File: src/rtl/otp_auth_ctrl.sv
// ---------------------------------------------------------------------------
// otp_auth_ctrl
//   Authentication controller feeding the OTP/status display stage. It
//   captures an LFSR-generated BCD OTP on gen, collects up to four keyed
//   digits into a BCD entry, and on submit either unlocks or counts a wrong
//   attempt. The third wrong attempt locks the block for LOCK_CYCLES. A
//   captured OTP expires EXPIRE_CYCLES after capture.
//
// Ports
//   clk, rstn          clock, asynchronous active-low reset
//   gen                pulse: capture lfsr_in as the new OTP
//   lfsr_in[15:0]      free-running BCD LFSR value
//   digit_valid        strobe qualifying digit[3:0] (0-9 accepted)
//   submit             pulse: compare the entry against the OTP
//   clear              pulse: discard the current entry
//   user_otp[15:0]     entered digits, newest digit in [3:0]
//   lfsr_otp[15:0]     captured OTP
//   unlock/lock/expire state flags, mutually exclusive
//   wrng_att[1:0]      wrong attempts in the current lock window
// ---------------------------------------------------------------------------
module otp_auth_ctrl #(
    parameter int EXPIRE_CYCLES = 1000,
    parameter int LOCK_CYCLES   = 500
) (
    input  logic        clk,
    input  logic        rstn,
    input  logic        gen,
    input  logic [15:0] lfsr_in,
    input  logic        digit_valid,
    input  logic [3:0]  digit,
    input  logic        submit,
    input  logic        clear,
    output logic [15:0] user_otp,
    output logic [15:0] lfsr_otp,
    output logic        unlock,
    output logic        lock,
    output logic        expire,
    output logic [1:0]  wrng_att
);

    // One timer serves both the validity window (ENTRY) and the lockout
    // (LOCKED); the two states never overlap.
    localparam int TMAX = (EXPIRE_CYCLES > LOCK_CYCLES) ? EXPIRE_CYCLES : LOCK_CYCLES;
    localparam int TW   = (TMAX > 2) ? $clog2(TMAX) : 1;
    localparam logic [TW-1:0] EXP_LOAD  = TW'(EXPIRE_CYCLES - 1);
    localparam logic [TW-1:0] LOCK_LOAD = TW'(LOCK_CYCLES - 1);

    // One-hot so the state flags come straight off flop outputs.
    typedef enum logic [4:0] {
        S_IDLE     = 5'b00001,
        S_ENTRY    = 5'b00010,
        S_UNLOCKED = 5'b00100,
        S_LOCKED   = 5'b01000,
        S_EXPIRED  = 5'b10000
    } state_e;

    state_e        state_q, state_d;
    logic [15:0]   user_q, user_d;
    logic [15:0]   lfsr_q, lfsr_d;
    logic [2:0]    dcnt_q, dcnt_d;
    logic [1:0]    wrng_q, wrng_d;
    logic [TW-1:0] tmr_q, tmr_d;
    logic          restart;

    // State and datapath registers.
    always_ff @(posedge clk or negedge rstn) begin
        if (!rstn) begin
            state_q <= S_IDLE;
            user_q  <= '0;
            lfsr_q  <= '0;
            dcnt_q  <= '0;
            wrng_q  <= '0;
            tmr_q   <= '0;
        end else begin
            state_q <= state_d;
            user_q  <= user_d;
            lfsr_q  <= lfsr_d;
            dcnt_q  <= dcnt_d;
            wrng_q  <= wrng_d;
            tmr_q   <= tmr_d;
        end
    end

    // gen restarts from any state but LOCKED; an expiry in ENTRY beats it.
    assign restart = gen && (state_q != S_LOCKED) &&
                     !((state_q == S_ENTRY) && (tmr_q == '0));

    // Next-state and datapath update.
    always_comb begin
        state_d = state_q;
        user_d  = user_q;
        lfsr_d  = lfsr_q;
        dcnt_d  = dcnt_q;
        wrng_d  = wrng_q;
        tmr_d   = tmr_q;
        if (restart) begin
            state_d = S_ENTRY;
            lfsr_d  = lfsr_in;
            user_d  = '0;
            dcnt_d  = '0;
            tmr_d   = EXP_LOAD;
            // A successful unlock closes the attempt window.
            if (state_q == S_UNLOCKED) wrng_d = '0;
        end else begin
            case (state_q)
                S_ENTRY: begin
                    if (tmr_q == '0) begin
                        state_d = S_EXPIRED;
                    end else begin
                        tmr_d = tmr_q - 1'b1;
                        // Compare uses pre-edge values; a coincident digit is dropped.
                        if (submit) begin
                            if ((dcnt_q == 3'd4) && (user_q == lfsr_q)) begin
                                state_d = S_UNLOCKED;
                            end else if (wrng_q == 2'd2) begin
                                state_d = S_LOCKED;
                                tmr_d   = LOCK_LOAD;
                            end else begin
                                wrng_d = wrng_q + 2'd1;
                                user_d = '0;
                                dcnt_d = '0;
                            end
                        end else if (clear) begin
                            user_d = '0;
                            dcnt_d = '0;
                        end else if (digit_valid && (digit <= 4'd9) && (dcnt_q < 3'd4)) begin
                            user_d = {user_q[11:0], digit};
                            dcnt_d = dcnt_q + 3'd1;
                        end
                    end
                end
                S_LOCKED: begin
                    if (tmr_q == '0) begin
                        state_d = S_IDLE;
                        wrng_d  = '0;
                        user_d  = '0;
                        lfsr_d  = '0;
                        dcnt_d  = '0;
                    end else begin
                        tmr_d = tmr_q - 1'b1;
                    end
                end
                default: ;
            endcase
        end
    end

    // Outputs are direct register bits.
    always_comb begin
        user_otp = user_q;
        lfsr_otp = lfsr_q;
        wrng_att = wrng_q;
        unlock   = state_q[2];
        lock     = state_q[3];
        expire   = state_q[4];
    end

endmodule

File: config.mk
export PLATFORM = sky130hd
export DESIGN_NAME = otp_auth_ctrl
export DESIGN_NICKNAME = d
export VERILOG_FILES = /design/src/rtl/otp_auth_ctrl.sv
export SDC_FILE = /design/constraint.sdc
export NUM_CORES = 1
export LEC_CHECK = 0
export BUFFER_PORTS_ARGS = -buffer_cell sky130_fd_sc_hd__buf_2
export CORE_MARGIN = 5
export CORE_UTILIZATION = 55
export CTS_BUF_LIST = sky130_fd_sc_hd__clkbuf_4
export DETAILED_ROUTE_END_ITERATION = 10
export GPL_TIMING_DRIVEN = 1
export HOLD_SLACK_MARGIN = 0.03
export PLACE_DENSITY = 0.89
export SYNTH_ARGS = -nofsm -noshare
export SYNTH_HDL_FRONTEND = slang
export SYNTH_SLANG_ARGS = --single-unit
File: constraint.sdc
create_clock -name clk -period 3.9 [get_ports clk]
set_input_delay 0.585 -clock clk [delete_from_list [all_inputs] [get_ports clk]]
set_output_delay 0.585 -clock clk [all_outputs]
set_load 0.02 [all_outputs]
==> qor.yml <==
status: "completed"
cp.required_ps: 4170
timing.final.crit_share_pct: 77.53
synth_edf_count: 0
worst_reg2reg_path_length_in_cells: 8
rsz0062_at_grt: "false"
clock_sink_count: 52
setup-tns-final_ps: 0
cts_resized: 0
post_drt_via_cell_ratio: 5.686
worst-endpoint-arrival_ps: 3300
grt_use_total_pct: 21.72
chipHeight_um: 81.64
die_x_um: 81.64
fmax_mhz: 330.7
total_leakage_power_nw: 1.542
cts.hold.buffers_added: 0
route.detailed.drc: 0
async_sr_flop_fraction_pct: 100.0
antenna_cells_inserted: 0
synth-seq-area-share_pct: 46.14
cts.root.buffer_cell: "clkbuf_4"
num_vias: 2496
timing_worst_slew_pin_value_ps: 1140
detail_route.wl_per_cell_um: 15.44
finalCriticalPeriod_ps: 3024
layout.filler_cells: 418
synth.distinct_cells: 51
endpoint: "tmr_q[0]"
synth_flop_cell: "dfrtp_1"
drt_iter0_drc: 242
die_area_mm2: 0.006665
relSlewSlack_pct: 24.00
worstHoldPathType: "primary input to async pin"
count_of_synthesis_stage_warnings_from_yosys: 0
cts_made_buffers: 5
core.rowCount: 26
gr-total-overflow: 0
worstPathCellList: "inv_1, ha_1, or4b_1, nor4_2, nand2_1, nand3_1, nand3_1, mux2_2"
worst-r2r-setup-slack_ps: 880
clock-skew-final_ps: 15.11
r2r-start: "tmr_q[1]"
drt_pre_antenna_iters: 4
worst-setup-path-type: "flop to flop"
ys_seq_elements: 52
design.core.area_mm2: 0.005042
path_delay_family: "simple AND/OR/NAND/NOR gates"
critical_path.reg2reg.endpoint: "tmr_q[0]"
critical_path.max_stage_delay_ps: 580
number_of_buffers_between_clock_root_and_the_deepest_sink: 2
critPathCaptureType: "flop"
num-nets-final: 398
drive_gt1_share_pct: 23.85
final-instance-count-excl-fill: 439
max_cap_violations: 0
crit_path_start: "tmr_q[1]"
tritoncts: "built"
post-cts-setup-buffers: 0
synth.area.top_cells: "dfrtp_1 45%, nand2_1 8.6%, mux2i_1 6.7%"
htreeDepth: 2
replace_congestion: 0.9669
slowest_stage: "or4b_1"
dp.cells: 431
clk_pin_slew_worst_paths_ps: 160
ir_worst_vdd_mv: 0.3399
worstPathBufferInverterCount: 1
synthesis.area_per_instance_um2: 9.255
start_util_pct: 55.98
critical_path_startpoint_category: "flop"
drtAntennaViolNets: 0
place_hpwl_mm: 4.982
skew_pair_late_insertion_delay_ps: 380
drv_slew: 0
area_growth_syn_to_layout_pct: 14.89
layout_commonest_cell: "nand2_1"
count_of_pins_on_the_block_boundary: 63
grt_start_max_net_pins: 53
synth_top_cell_area_share_pct: 45.21
synth_top_cell_by_area: "dfrtp_1"
routed_wirelength_mm: 6.777
syn_area_mm2: 0.002823
critPathMostFrequentCell: "nand3_1"
layout.cells.most_common_list: "65 x nand2_1, 62 x buf_2, 51 x dfrtp_1"
first_global_vias: 2310
antenna_violations_before_repair: 0
path_depth: 8
post_synth_inst_count: 305
crit_fanout: 10
postSynthNetCount: 335
number_of_failing_hold_endpoints_at_the_final_stage: 0
grt_first_pass_wirelength_mm: 11.12
setup-violations-final: 0
placement.io_buffers: 62
power_per_cell_area_mw_per_mm2: 389.7
-- how the worst min path moves through the flow --
stage / cells past startpoint / to / slack (ps)
global placement: 1 / wrng_att[1] / 520
floorplan: 0 / dcnt_q[0] / 290
global route: 3 / lfsr_otp[7] / 390
finish: 1 / tmr_q[9] / 410
CTS: 3 / lfsr_otp[0] / 400
detailed placement: 1 / tmr_q[0] / 530
-- cell type report --
cell class / count / area (µm²) / share of cell area, %
Multi-Input combinational cell: 216 / 1348 / 41.55
Timing Repair Buffer: 67 / 347.8 / 10.73
Clock inverter: 3 / 22.52 / 0.6944
Inverter: 26 / 97.59 / 3.009
Clock buffer: 5 / 37.54 / 1.157
Tap cell: 70 / 87.58 / 2.701
Sequential cell: 52 / 1303 / 40.16
-- cells by family after synthesis --
family	Yosys count	synth area share [%]
simple gates	119	20.04
compound gates	55	13.03
flops	52	46.14
buf+inv	37	6.117
mux	22	7.934
xor+xnor	16	4.965
fa+ha+maj	4	1.773
-- flip-flops by register name, indices dropped and copies added, names as in the netlist --
signal and cells:
lfsr_otp 16, user_otp 16, state_q 5, wrng_att 2
dcnt_q 3, tmr_q 10
-- per-stage QoR --
stage	setup WS [ps]	hold WS (ps)	util, %	cell area (µm²)	total power [W]
5_1_grt	569.2	392.4	64.32	3243	0.001340
2_1_floorplan	1074	289.4	-	2823	0.0009159
3_5_place_dp	933.8	533.4	63.13	3183	0.001019
6_report	876.4	406.8	64.32	3243	0.001264
4_1_cts	878.3	400.4	64.32	3243	0.001271
3_3_place_gp	1040	520.7	63.13	3183	0.001004
-- metal layers --
metal	share of wire [%]	global-route usage, %
met5	0	0
met4	2.6	8.472
met3	5.4	4.496
met2	47	34.36
met1	45	29.34
-- synth_stat cells, types with 6 or more instances --
cell type	count
a21oi_1	19
a31oi_1	7
clkbuf_1	6
dfrtp_1	51
inv_1	26
mux2i_1	19
nand2_1	65
nand3_1	9
nand4_1	6
nor2_1	13
o21ai_0	7
xnor2_1	13
-- power by group --
group          total, W  leakage (nW)  internal (W)  switching, W
clock          0.000252        0.0356     0.0000732      0.000179
combinational  0.000366         0.857      0.000148      0.000218
sequential     0.000645         0.649      0.000591     0.0000547
Note: power is estimated with default switching activity, not from simulation.
